<file path="config.mk">
export PLATFORM = sky130hd
export DESIGN_NAME = multicycle_controller
export DESIGN_NICKNAME = d
export VERILOG_FILES = /design/src/rtl/multicycle_controller.sv
export SDC_FILE = /design/constraint.sdc
export NUM_CORES = 1
export LEC_CHECK = 0
export CAP_MARGIN = 20
export CORE_MARGIN = 2
export CORE_UTILIZATION = 41
export DETAILED_ROUTE_END_ITERATION = 10
export GPL_TIMING_DRIVEN = 0
export PLACE_DENSITY = 0.89
export RECOVER_POWER = 50
export SYNTH_ARGS = -nofsm -noshare
export SYNTH_HDL_FRONTEND = slang
export SYNTH_SLANG_ARGS = --single-unit
</file>
<file path="constraint.sdc">
create_clock -name clk -period 4.2 [get_ports clk]
set_clock_uncertainty 0.05 [all_clocks]
set_input_delay 0.63 -clock clk [delete_from_list [all_inputs] [get_ports clk]]
set_output_delay 0.63 -clock clk [all_outputs]
set_load 0.02 [all_outputs]
</file>
<file path="src/rtl/multicycle_controller.sv">
// Multicycle RV32I control FSM: Moore-style datapath selects plus a shared memory req/ready handshake.
// Defining MCC_PERF_CNT_EN adds cycle_cnt / instret_cnt performance counters.
module multicycle_controller (
    input  logic        clk,
    input  logic        rst,
    input  logic [6:0]  opcode,
    input  logic [2:0]  funct3,
    input  logic        funct7b5,
    input  logic        alu_zero,
    input  logic        mem_ready,
    output logic        mem_req,
    output logic        mem_write,
    output logic        adr_src,
    output logic        ir_write,
    output logic        pc_write,
    output logic        reg_write,
    output logic [1:0]  alu_src_a,
    output logic [1:0]  alu_src_b,
    output logic [1:0]  result_src,
    output logic [2:0]  imm_src,
    output logic [2:0]  alu_ctrl,
`ifdef MCC_PERF_CNT_EN
    output logic [31:0] cycle_cnt,
    output logic [31:0] instret_cnt,
`endif
    output logic        illegal_instr
);

    localparam logic [6:0] OP_LOAD  = 7'b0000011;
    localparam logic [6:0] OP_STORE = 7'b0100011;
    localparam logic [6:0] OP_R     = 7'b0110011;
    localparam logic [6:0] OP_I     = 7'b0010011;
    localparam logic [6:0] OP_BR    = 7'b1100011;
    localparam logic [6:0] OP_JAL   = 7'b1101111;

    localparam logic [2:0] ALU_ADD = 3'b000;
    localparam logic [2:0] ALU_SUB = 3'b001;
    localparam logic [2:0] ALU_AND = 3'b010;
    localparam logic [2:0] ALU_OR  = 3'b011;
    localparam logic [2:0] ALU_SLT = 3'b101;

    typedef enum logic [3:0] {
        S_FETCH    = 4'd0,
        S_DECODE   = 4'd1,
        S_MEMADR   = 4'd2,
        S_MEMREAD  = 4'd3,
        S_MEMWB    = 4'd4,
        S_MEMWRITE = 4'd5,
        S_EXECR    = 4'd6,
        S_EXECI    = 4'd7,
        S_ALUWB    = 4'd8,
        S_BEQ      = 4'd9,
        S_JAL      = 4'd10,
        S_TRAP     = 4'd11
    } state_t;

    state_t     r_state;
    state_t     w_next_state;
    logic       w_alu_f3_legal;
    logic [2:0] w_alu_op;
    logic [2:0] w_imm_dec;

    always_ff @(posedge clk or posedge rst) begin
        if (rst) r_state <= S_FETCH;
        else     r_state <= w_next_state;
    end

    assign w_alu_f3_legal = (funct3 == 3'b000) || (funct3 == 3'b010) ||
                            (funct3 == 3'b110) || (funct3 == 3'b111);

    always_comb begin
        w_next_state = r_state;
        case (r_state)
            S_FETCH:    if (mem_ready) w_next_state = S_DECODE;
            S_DECODE: begin
                case (opcode)
                    OP_LOAD, OP_STORE: w_next_state = S_MEMADR;
                    OP_R:    w_next_state = w_alu_f3_legal ? S_EXECR : S_TRAP;
                    OP_I:    w_next_state = w_alu_f3_legal ? S_EXECI : S_TRAP;
                    OP_BR:   w_next_state = (funct3 == 3'b000) ? S_BEQ : S_TRAP;
                    OP_JAL:  w_next_state = S_JAL;
                    default: w_next_state = S_TRAP;
                endcase
            end
            S_MEMADR:   w_next_state = (opcode == OP_LOAD) ? S_MEMREAD : S_MEMWRITE;
            S_MEMREAD:  if (mem_ready) w_next_state = S_MEMWB;
            S_MEMWB:    w_next_state = S_FETCH;
            S_MEMWRITE: if (mem_ready) w_next_state = S_FETCH;
            S_EXECR:    w_next_state = S_ALUWB;
            S_EXECI:    w_next_state = S_ALUWB;
            S_ALUWB:    w_next_state = S_FETCH;
            S_BEQ:      w_next_state = S_FETCH;
            S_JAL:      w_next_state = S_ALUWB;
            S_TRAP:     w_next_state = S_TRAP;
            default:    w_next_state = S_FETCH;
        endcase
    end

    // funct7b5 selects sub only for register-register ops; addi ignores it.
    always_comb begin
        case (funct3)
            3'b000:  w_alu_op = (r_state == S_EXECR && funct7b5) ? ALU_SUB : ALU_ADD;
            3'b010:  w_alu_op = ALU_SLT;
            3'b110:  w_alu_op = ALU_OR;
            3'b111:  w_alu_op = ALU_AND;
            default: w_alu_op = ALU_ADD;
        endcase
    end

    always_comb begin
        case (opcode)
            OP_STORE: w_imm_dec = 3'b001;
            OP_BR:    w_imm_dec = 3'b010;
            OP_JAL:   w_imm_dec = 3'b011;
            default:  w_imm_dec = 3'b000;
        endcase
    end

    // Every output is forced low during reset so an in-flight memory request is dropped at once.
    always_comb begin
        mem_req       = 1'b0;
        mem_write     = 1'b0;
        adr_src       = 1'b0;
        ir_write      = 1'b0;
        pc_write      = 1'b0;
        reg_write     = 1'b0;
        alu_src_a     = 2'b00;
        alu_src_b     = 2'b00;
        result_src    = 2'b00;
        imm_src       = 3'b000;
        alu_ctrl      = ALU_ADD;
        illegal_instr = 1'b0;
        if (!rst) begin
            if (r_state != S_TRAP) imm_src = w_imm_dec;
            case (r_state)
                S_FETCH: begin
                    mem_req    = 1'b1;
                    alu_src_b  = 2'b10;
                    result_src = 2'b10;
                    ir_write   = mem_ready;
                    pc_write   = mem_ready;
                end
                S_DECODE: begin
                    alu_src_a = 2'b01;
                    alu_src_b = 2'b01;
                end
                S_MEMADR: begin
                    alu_src_a = 2'b10;
                    alu_src_b = 2'b01;
                end
                S_MEMREAD: begin
                    mem_req = 1'b1;
                    adr_src = 1'b1;
                end
                S_MEMWB: begin
                    result_src = 2'b01;
                    reg_write  = 1'b1;
                end
                S_MEMWRITE: begin
                    mem_req   = 1'b1;
                    mem_write = 1'b1;
                    adr_src   = 1'b1;
                end
                S_EXECR: begin
                    alu_src_a = 2'b10;
                    alu_ctrl  = w_alu_op;
                end
                S_EXECI: begin
                    alu_src_a = 2'b10;
                    alu_src_b = 2'b01;
                    alu_ctrl  = w_alu_op;
                end
                S_ALUWB:  reg_write = 1'b1;
                S_BEQ: begin
                    alu_src_a = 2'b10;
                    alu_ctrl  = ALU_SUB;
                    pc_write  = alu_zero;
                end
                S_JAL: begin
                    alu_src_a = 2'b01;
                    alu_src_b = 2'b10;
                    pc_write  = 1'b1;
                end
                S_TRAP:   illegal_instr = 1'b1;
                default: ;
            endcase
        end
    end

`ifdef MCC_PERF_CNT_EN
    logic [31:0] r_cycle_cnt;
    logic [31:0] r_instret_cnt;
    logic        w_retire;

    assign w_retire = (w_next_state == S_FETCH) &&
                      ((r_state == S_MEMWB) || (r_state == S_MEMWRITE) ||
                       (r_state == S_ALUWB) || (r_state == S_BEQ));

    always_ff @(posedge clk or posedge rst) begin
        if (rst) begin
            r_cycle_cnt   <= 32'd0;
            r_instret_cnt <= 32'd0;
        end else begin
            if (r_state != S_TRAP) r_cycle_cnt <= r_cycle_cnt + 32'd1;
            if (w_retire)          r_instret_cnt <= r_instret_cnt + 32'd1;
        end
    end

    assign cycle_cnt   = r_cycle_cnt;
    assign instret_cnt = r_instret_cnt;
`endif

endmodule

</file>
[Yosys cells after proc, flatten, opt, wreduce, memory -nomap -nowiden]
Index checks and enable logic that the tools add are counted.
Storage, ports and cells
  flip-flop bits (word level): 4
  bits in latches: 0
  memory bits (writable): 0
  ROM bits: 0
  bits of input ports: 15
  output and inout port bits: 19
  logic and storage cells: 78
  memories kept: 0
Operators by class
  add/subtract/negate cells: 0
  multipliers: 0
  div/mod/pow operators: 0
  $lt $le $gt $ge: 0
  equality and inequality tests: 24
  shift operators: 0
  muxes and demuxes: 36
  bitwise gates (word level): 0
  reduce and logical (&&, ||, !) cells: 17
Operator list (number)
  one-hot mux 4 bit (7 select lines): 1
  two-way mux 4 bit: 5
  one-hot mux 4 bit (5 select lines): 1
  == test 4 x 3 -> 1 bit (second input constant): 4
  == test 4 bit (second input constant): 4
  == test 7 x 6 -> 1 bit (second input constant): 2
  == test 7 bit (second input constant): 2
  two-way mux 1 bit: 14
  two-way mux 2 bit: 6
  one-hot mux 2 bit (2 select lines): 3
  one-hot mux 3 bit (4 select lines): 1
  OR reduction 2 bit: 6
  OR reduction 3 bit: 3
  == test 4 x 2 -> 1 bit (second input constant): 2
  == test 7 x 2 -> 1 bit (second input constant): 1
  == test 7 x 5 -> 1 bit (second input constant): 1
  == test 3 bit (second input constant): 2
  two-way mux 3 bit: 2
  inequality test 2 bit (second input constant): 3
  one-hot mux 2 bit (3 select lines): 1
  one-hot mux 3 bit (2 select lines): 1
  == test 4 x 1 -> 1 bit (second input constant): 1
  zero test 4 bit: 1
  inequality test 4 bit (second input constant): 1
  other kinds (7): 9

[Longest topological paths before layout]
Gate-level depths: netlist (run 1).
  word-level depth: 7
  mapped depth: 5

[Worst setup path after synthesis (run 1)]
No wires, ideal clock.
  kind: input to output
  from: input port funct3[2]
  to: output port alu_ctrl[0]
  arrival time: 1595 ps
  required time: 3520 ps
  path slack: 1925 ps
  stages: 4
  path buffers: 0
  cells stage by stage: nor2_1 -> a21oi_1 -> or4_1 -> a21oi_1
On the way
  longest elaborated chain between the ends: 4
Ends and longest elaborated chain
  from (decl): line 7  | input logic [2:0] funct3,
  == test 3 bit, or another cell as far along: line 101  | case (funct3)
  one-hot mux 3 bit (4 select lines) *: line 101
  one-hot mux 3 bit (2 select lines) *: line 135  | case (r_state)
  two-way mux 3 bit *: line 133  | if (!rst) begin
  to (decl): line 21  | output logic [2:0] alu_ctrl,
Every way passes the cells marked *; elsewhere a longest branch is shown, timed or not.

[Final worst setup path (run 1)]
Ends and elaborated chain as after synthesis.

==> results.sh, run 1 <==
export IMPL_cts_tree="built"
export IMPL_clk_pin_slew_ps=40
export IMPL_synth_edf_count=0
export IMPL_outcome="complete, no violations"
export IMPL_cts_buffers_inserted=3
export IMPL_cts_hold_buffers=0
export IMPL_final_common_cell="clkdlybuf4s50_1"
export IMPL_intPower_uw=256.3
export IMPL_drive_gt1_frac=0.05263
export IMPL_p_sw_frac=0.5047
export IMPL_grt_pass1_wl_um=3091
export IMPL_synthArstFlopShare=1.000
export IMPL_wl_um=1957
export IMPL_placeableCoreArea_mm2=0.001489
export IMPL_grt_start_max_net_pins=11
export IMPL_cellPowerDensity_mw_per_mm2=529.6
export IMPL_die_y_um=43.49
export IMPL_startpoint_type="input port"
export IMPL_min_period_ps=3211
export IMPL_insertion_delay_ps=230
export IMPL_reg_top3="r_state: 4 flops"
export IMPL_layout_common_cells="clkdlybuf4s50_1, nor2_1, a21oi_1, nand2_1"
export IMPL_synth_top_area_frac=0.1566
export IMPL_grt_overflow=0
export IMPL_rrSetupSlack_ps=2650
export IMPL_cp_arrival_ps=2530
export IMPL_setup_tns_ps=0
export IMPL_path_class="in2out"
export IMPL_cp_startpoint="funct3[2]"
export IMPL_cts_resized=0
export IMPL_hold_path_class="in2async"
export IMPL_num_vias=866
export IMPL_routabilityCongestion=0.9431
export IMPL_fp_dieW_um=43.49
export IMPL_portBuffers=31
export IMPL_vdd_drop_max_mv=0.3948
export IMPL_top_register="r_state"
export IMPL_hpwl_um=1535
export IMPL_ys_types=38
export IMPL_drt_initial_drc_count=44
export IMPL_drt_first_pass_iters=4
export IMPL_avgSynthCellArea_um2=6.458
export IMPL_netlist_area_um2=639.4
export IMPL_yosysWarnings=0
export IMPL_die_area_mm2=0.001891
export IMPL_start_util=0.4294
export IMPL_p_sw_uw=261.2
export IMPL_cts_root_buf="clkbuf_4"
export IMPL_wl_per_cell_um=13.13
export IMPL_antenna_cells=0
export IMPL_cts_setup_buffers=0
export IMPL_met2_usage=0.3254
export IMPL_reg2reg_depth=4
export IMPL_grt_pass1_vias=750
export IMPL_cts_max_level=1
export IMPL_final_setup_worst_slack_ps=988.9
export IMPL_grt_usage=0.2124
export IMPL_finalCritPeriodShare=0.7645
export IMPL_ios=34
export IMPL_setup_viol=0
export IMPL_crit_required_ps=3520
export IMPL_seqPwrFrac=0.141
export IMPL_layout_nets=150
export IMPL_met3_usage=0.04583
export IMPL_leakagePower_uw=0.0004021
export IMPL_area_growth_pct=52.84
export IMPL_max_cap_violations=0
export IMPL_pwr_share_comb=0.771
export IMPL_r2r_end="r_state[1]$_DFFE_PP0P_"
export IMPL_yosysTopAreaCell="dfrtp_1"
export IMPL_cp_max_fo=5
export IMPL_ys_top_cells_by_area="dfrtp_1, nor2_1, a21oi_1"
export IMPL_use_met1=0.2835
export IMPL_ys_seq_elements=4
export IMPL_rsz0062_at_grt="false"
export IMPL_synth_seq_area_share=0.1566
export IMPL_antenna_found_initial=0
export IMPL_synthCells=99
export IMPL_r2r_start="r_state[0]$_DFFE_PP0P_"
export IMPL_drc=0
export IMPL_viasPerCell=5.812
export IMPL_maxClockFrequency_ghz=0.3114
export IMPL_nFillCells=131
export IMPL_pwr_share_clk=0.087
export IMPL_rows=14
export IMPL_dpl_worst_slack_ps=994.1
export IMPL_synth_top_flop_cell="dfrtp_1"
export IMPL_slew_viol_final=0
export IMPL_final_core_util=0.6563
export IMPL_syn_nets=114
export IMPL_hold_viol=0
export IMPL_cts_sinks=4
export IMPL_postRouteAntennaNets=0
export IMPL_top_usage_layer="met2"
export IMPL_crit_path_end_kind="output port"
export IMPL_largest_register_ffs=4
export IMPL_cts_buffer_depth=2
worst max path at each step:
| stage | cells past startpoint | endpoint |
|---|---|---|
| 2_1_floorplan | 4 | alu_ctrl[0] |
| 3_3_place_gp | 6 | alu_ctrl[0] |
| 3_5_place_dp | 6 | alu_ctrl[0] |
| 4_1_cts | 6 | alu_ctrl[0] |
| 5_1_grt | 6 | alu_ctrl[0] |
| 6_report | 6 | alu_ctrl[0] |
layout make-up:
cell class	count	area [um2]	area share
buffer	7	32.53	0.03329
tap	16	20.02	0.02049
clock buffer	3	22.52	0.02305
timing repair buffer	31	310.3	0.3175
inverter	3	11.26	0.01152
multi-input combinational	85	480.5	0.4917
sequential	4	100.1	0.1024
power groups by stage:
stage | combinational, uW | sequential, uW | clock (uW)
detailed placement | 400 | 72.7 | 0
global route | 433 | 73.7 | 48.0
global placement | 389 | 72.9 | 0
CTS | 401 | 72.1 | 48.1
floorplan | 270 | 67.2 | 0
finish | 399 | 73.2 | 45.2
Yosys cell counts, types with 3 or more instances:
cell,count
nor2b_1,3
o21ai_0,3
nand2b_1,3
nand2_1,7
a21oi_1,10
nand4_1,5
inv_1,3
nor3_1,3
and3_1,5
dfrtp_1,4
nor2_1,19
worst max-delay path: stages:
cell and delay (ps):
clkdlybuf4s50_1 480, nor2_1 120, a21oi_1 70, or4_1 470
a21oi_1 150, clkdlybuf4s50_1 610
routing by layer:
metal | up-vias | share of wire | routed length [um]
met2 | 42 | 0.50 | 979
met1 | 398 | 0.40 | 788
met3 | 4 | 0.085 | 167
met5 | - | 0 | 0
met4 | 0 | 0.011 | 22
li1 | 422 | - | -
through the flow:
stage               hold WS (ps)  instances  total power, uW  area [um2]
floorplan                  565.5         99            337.6       639.4
global placement           653.7        146            462.0       969.7
detailed placement         657.4        146            472.9       969.7
CTS                        408.6        149            521.4       992.2
global route               474.5        149            555.1       977.2
finish                     436.8        149            517.5       977.2
kinds of logic after synthesis:
logic type	after synthesis	synth area share
buf+inv	10	0.06851
xor+xnor	1	0.01370
simple gates	59	0.4991
other cells	1	0.005865
mux	1	0.01566
compound gates	23	0.2407
flops	4	0.1566
No activity file was read; power rests on OpenSTA's default activity.
==> run 2, diff against run 1 <==
CORE_UTILIZATION = 35   (was 41)
PLACE_DENSITY = 0.82   (was 0.89)
clock period = 2.75 ns   (was 4.2 ns; I/O delays follow)
==> run 2 against run 1 <==
Effect of this change:
- worst setup slack got worse by 850 ps
- worst hold slack worse by 230 ps
- wire length is 2.4% higher
- sequential power is 57% higher
- combinational power up 52%
- clock power rose by 56%
- critical path depth down 2
- critical endpoint is now imm_src[0]
==> results.sh, run 2 (same netlist as run 1, synthesis figures left out) <==
export IMPL_outcome="complete, no violations"
export IMPL_finalCritPeriodShare=0.9513
export IMPL_wl_per_cell_um=12.68
export IMPL_grt_usage=0.1866
export IMPL_top_register="r_state"
export IMPL_setup_viol=0
export IMPL_routabilityCongestion=0.8882
export IMPL_cp_arrival_ps=2150
export IMPL_startpoint_type="input port"
export IMPL_slowest_delay_ps=640
export IMPL_cts_tree="built"
export IMPL_grt_pass1_wl_um=2939
export IMPL_drive_gt1_frac=0.06767
export IMPL_cts_root_buf="clkbuf_4"
export IMPL_cpLargestDelayFamily="buffers and inverters"
export IMPL_reg_top3="r_state: 4 flops"
export IMPL_layout_nets=150
export IMPL_drt_initial_drc_count=14
export IMPL_drt_first_pass_iters=4
export IMPL_hpwl_um=1566
export IMPL_stdcell_count=158
export IMPL_cts_buffers_inserted=3
export IMPL_antenna_cells=0
export IMPL_fp_dieW_um=46.74
export IMPL_die_area_mm2=0.002185
export IMPL_cts_buffer_depth=2
export IMPL_max_cap_violations=0
export IMPL_crit_path_end_kind="output port"
export IMPL_crit_path_cell_trace="clkdlybuf4s50_1 -> or3_1 -> a21oi_1 -> clkdlybuf4s50_1"
export IMPL_design_area_um2=993.5
export IMPL_hold_viol=0
export IMPL_critPathSlowestCell="clkdlybuf4s50_1"
export IMPL_cts_hold_buffers=0
export IMPL_r2r_start="r_state[0]$_DFFE_PP0P_"
export IMPL_grt_overflow=0
export IMPL_wl_um=2004
export IMPL_cellPowerDensity_mw_per_mm2=795.2
export IMPL_cts_max_level=1
export IMPL_drc=0
export IMPL_reg2reg_depth=5
export IMPL_leakagePower_uw=0.0004154
export IMPL_start_util=0.3703
export IMPL_cp_max_fo=4
export IMPL_clk_pin_slew_ps=40
export IMPL_area_growth_pct=55.38
export IMPL_num_vias=845
export IMPL_largest_register_ffs=4
export IMPL_rows=15
export IMPL_crit_required_ps=2290
export IMPL_min_period_ps=2616
export IMPL_r2r_end="r_state[0]$_DFFE_PP0P_"
export IMPL_place_inst=155
export IMPL_grt_start_max_net_pins=11
export IMPL_path_class="in2out"
export IMPL_ios=34
export IMPL_insertion_delay_ps=230
export IMPL_postRouteAntennaNets=0
export IMPL_layout_common_cells="clkdlybuf4s50_1, nor2_1, a21oi_1, nand2_1"
export IMPL_antenna_found_initial=0
export IMPL_path_depth=4
export IMPL_slew_viol_final=0
export IMPL_die_y_um=46.74
export IMPL_vdd_drop_max_mv=0.4322
export IMPL_rsz0062_at_grt="false"
export IMPL_placed_cell_area_um2=980.9
export IMPL_final_common_cell="clkdlybuf4s50_1"
export IMPL_crit_buf_inv=2
export IMPL_grt_pass1_vias=731
export IMPL_cts_setup_buffers=0
export IMPL_placeableCoreArea_mm2=0.001727
export IMPL_rrSetupSlack_ps=1200
export IMPL_cp_common_cell="clkdlybuf4s50_1"
export IMPL_maxClockFrequency_ghz=0.3823
export IMPL_hold_path_class="in2async"
export IMPL_portBuffers=31
export IMPL_viasPerCell=5.348
export IMPL_cts_sinks=4
==> run 2: cell types whose count changed in the layout (fill, tap and decap cells not counted) <==
cell | previous run | this run
clkbuf_2 | 0 | 1
buf_1 | 0 | 1
dlygate4sd2_1 | 0 | 1
o211ai_2 | 0 | 1
o211ai_1 | 1 | 0
clkdlybuf4s50_1 | 27 | 26
clkbuf_1 | 4 | 2
==> run 2: through the flow <==
| step | utilization | setup TNS, ps | total power [uW] | setup slack [ps] | hold WS (ps) |
|---|---|---|---|---|---|
| final | 0.5754 | 0 | 790.0 | 134.1 | 202.9 |
| after global routing | 0.5754 | 0 | 858.2 | 21.00 | 224.0 |
| after CTS | 0.5804 | 0 | 795.5 | 113.4 | 186.3 |
| after detailed placement | 0.5681 | -22.43 | 721.8 | -22.43 | 438.1 |
| after global placement | 0.5681 | 0 | 705.1 | 0.1263 | 432.4 |
| after floorplan | - | 0 | 515.6 | 795.7 | 348.0 |
==> run 2: worst register-to-register path: stages (launching register included) <==
cell,delay (ps)
dfrtp_1,320
buf_2,200
nor2b_1,380
nand2_1,90
a311o_1,330
o221ai_1,80
==> run 2: power breakdown <==
| part | internal, uW | total [uW] | switching (uW) | leakage, uW |
|---|---|---|---|---|
| sequential | 86.0 | 115 | 28.6 | 0.0000505 |
| clock | 48.7 | 70.3 | 21.6 | 0.0000138 |
| combinational | 258 | 605 | 347 | 0.000351 |
==> run 2: worst max-delay path by stage <==
| stage | start | end |
|---|---|---|
| 6_report | opcode[3] | imm_src[0] |
| 5_1_grt | r_state[1]$_DFFE_PP0P_ | pc_write |
| 4_1_cts | r_state[1]$_DFFE_PP0P_ | pc_write |
| 3_5_place_dp | funct3[2] | alu_ctrl[0] |
| 3_3_place_gp | funct3[2] | alu_ctrl[0] |
| 2_1_floorplan | r_state[0]$_DFFE_PP0P_ | alu_ctrl[0] |
==> run 2: what timing repair did <==
action,in CTS,in global routing
hold endpoints to repair,0,0
gates resized for setup,1,2
setup endpoints to repair,1,1
==> run 2: layer usage <==
metal  vias up  share of wire  GRT usage
li1        424              -          -
met1       395           0.45     0.2259
met2        26           0.51     0.3361
met3         0          0.041    0.02308
met4         0              0    0.07222
met5         -              0          0
==> run 2: layout make-up <==
class / count / area [um2]
Buffer: 7 / 33.78
Tap cell: 25 / 31.28
Multi-Input combinational cell: 85 / 485.5
Timing Repair Buffer: 31 / 309.0
Inverter: 3 / 11.26
Fill cell: 174 / 733.2
Sequential cell: 4 / 100.1
Clock buffer: 3 / 22.52
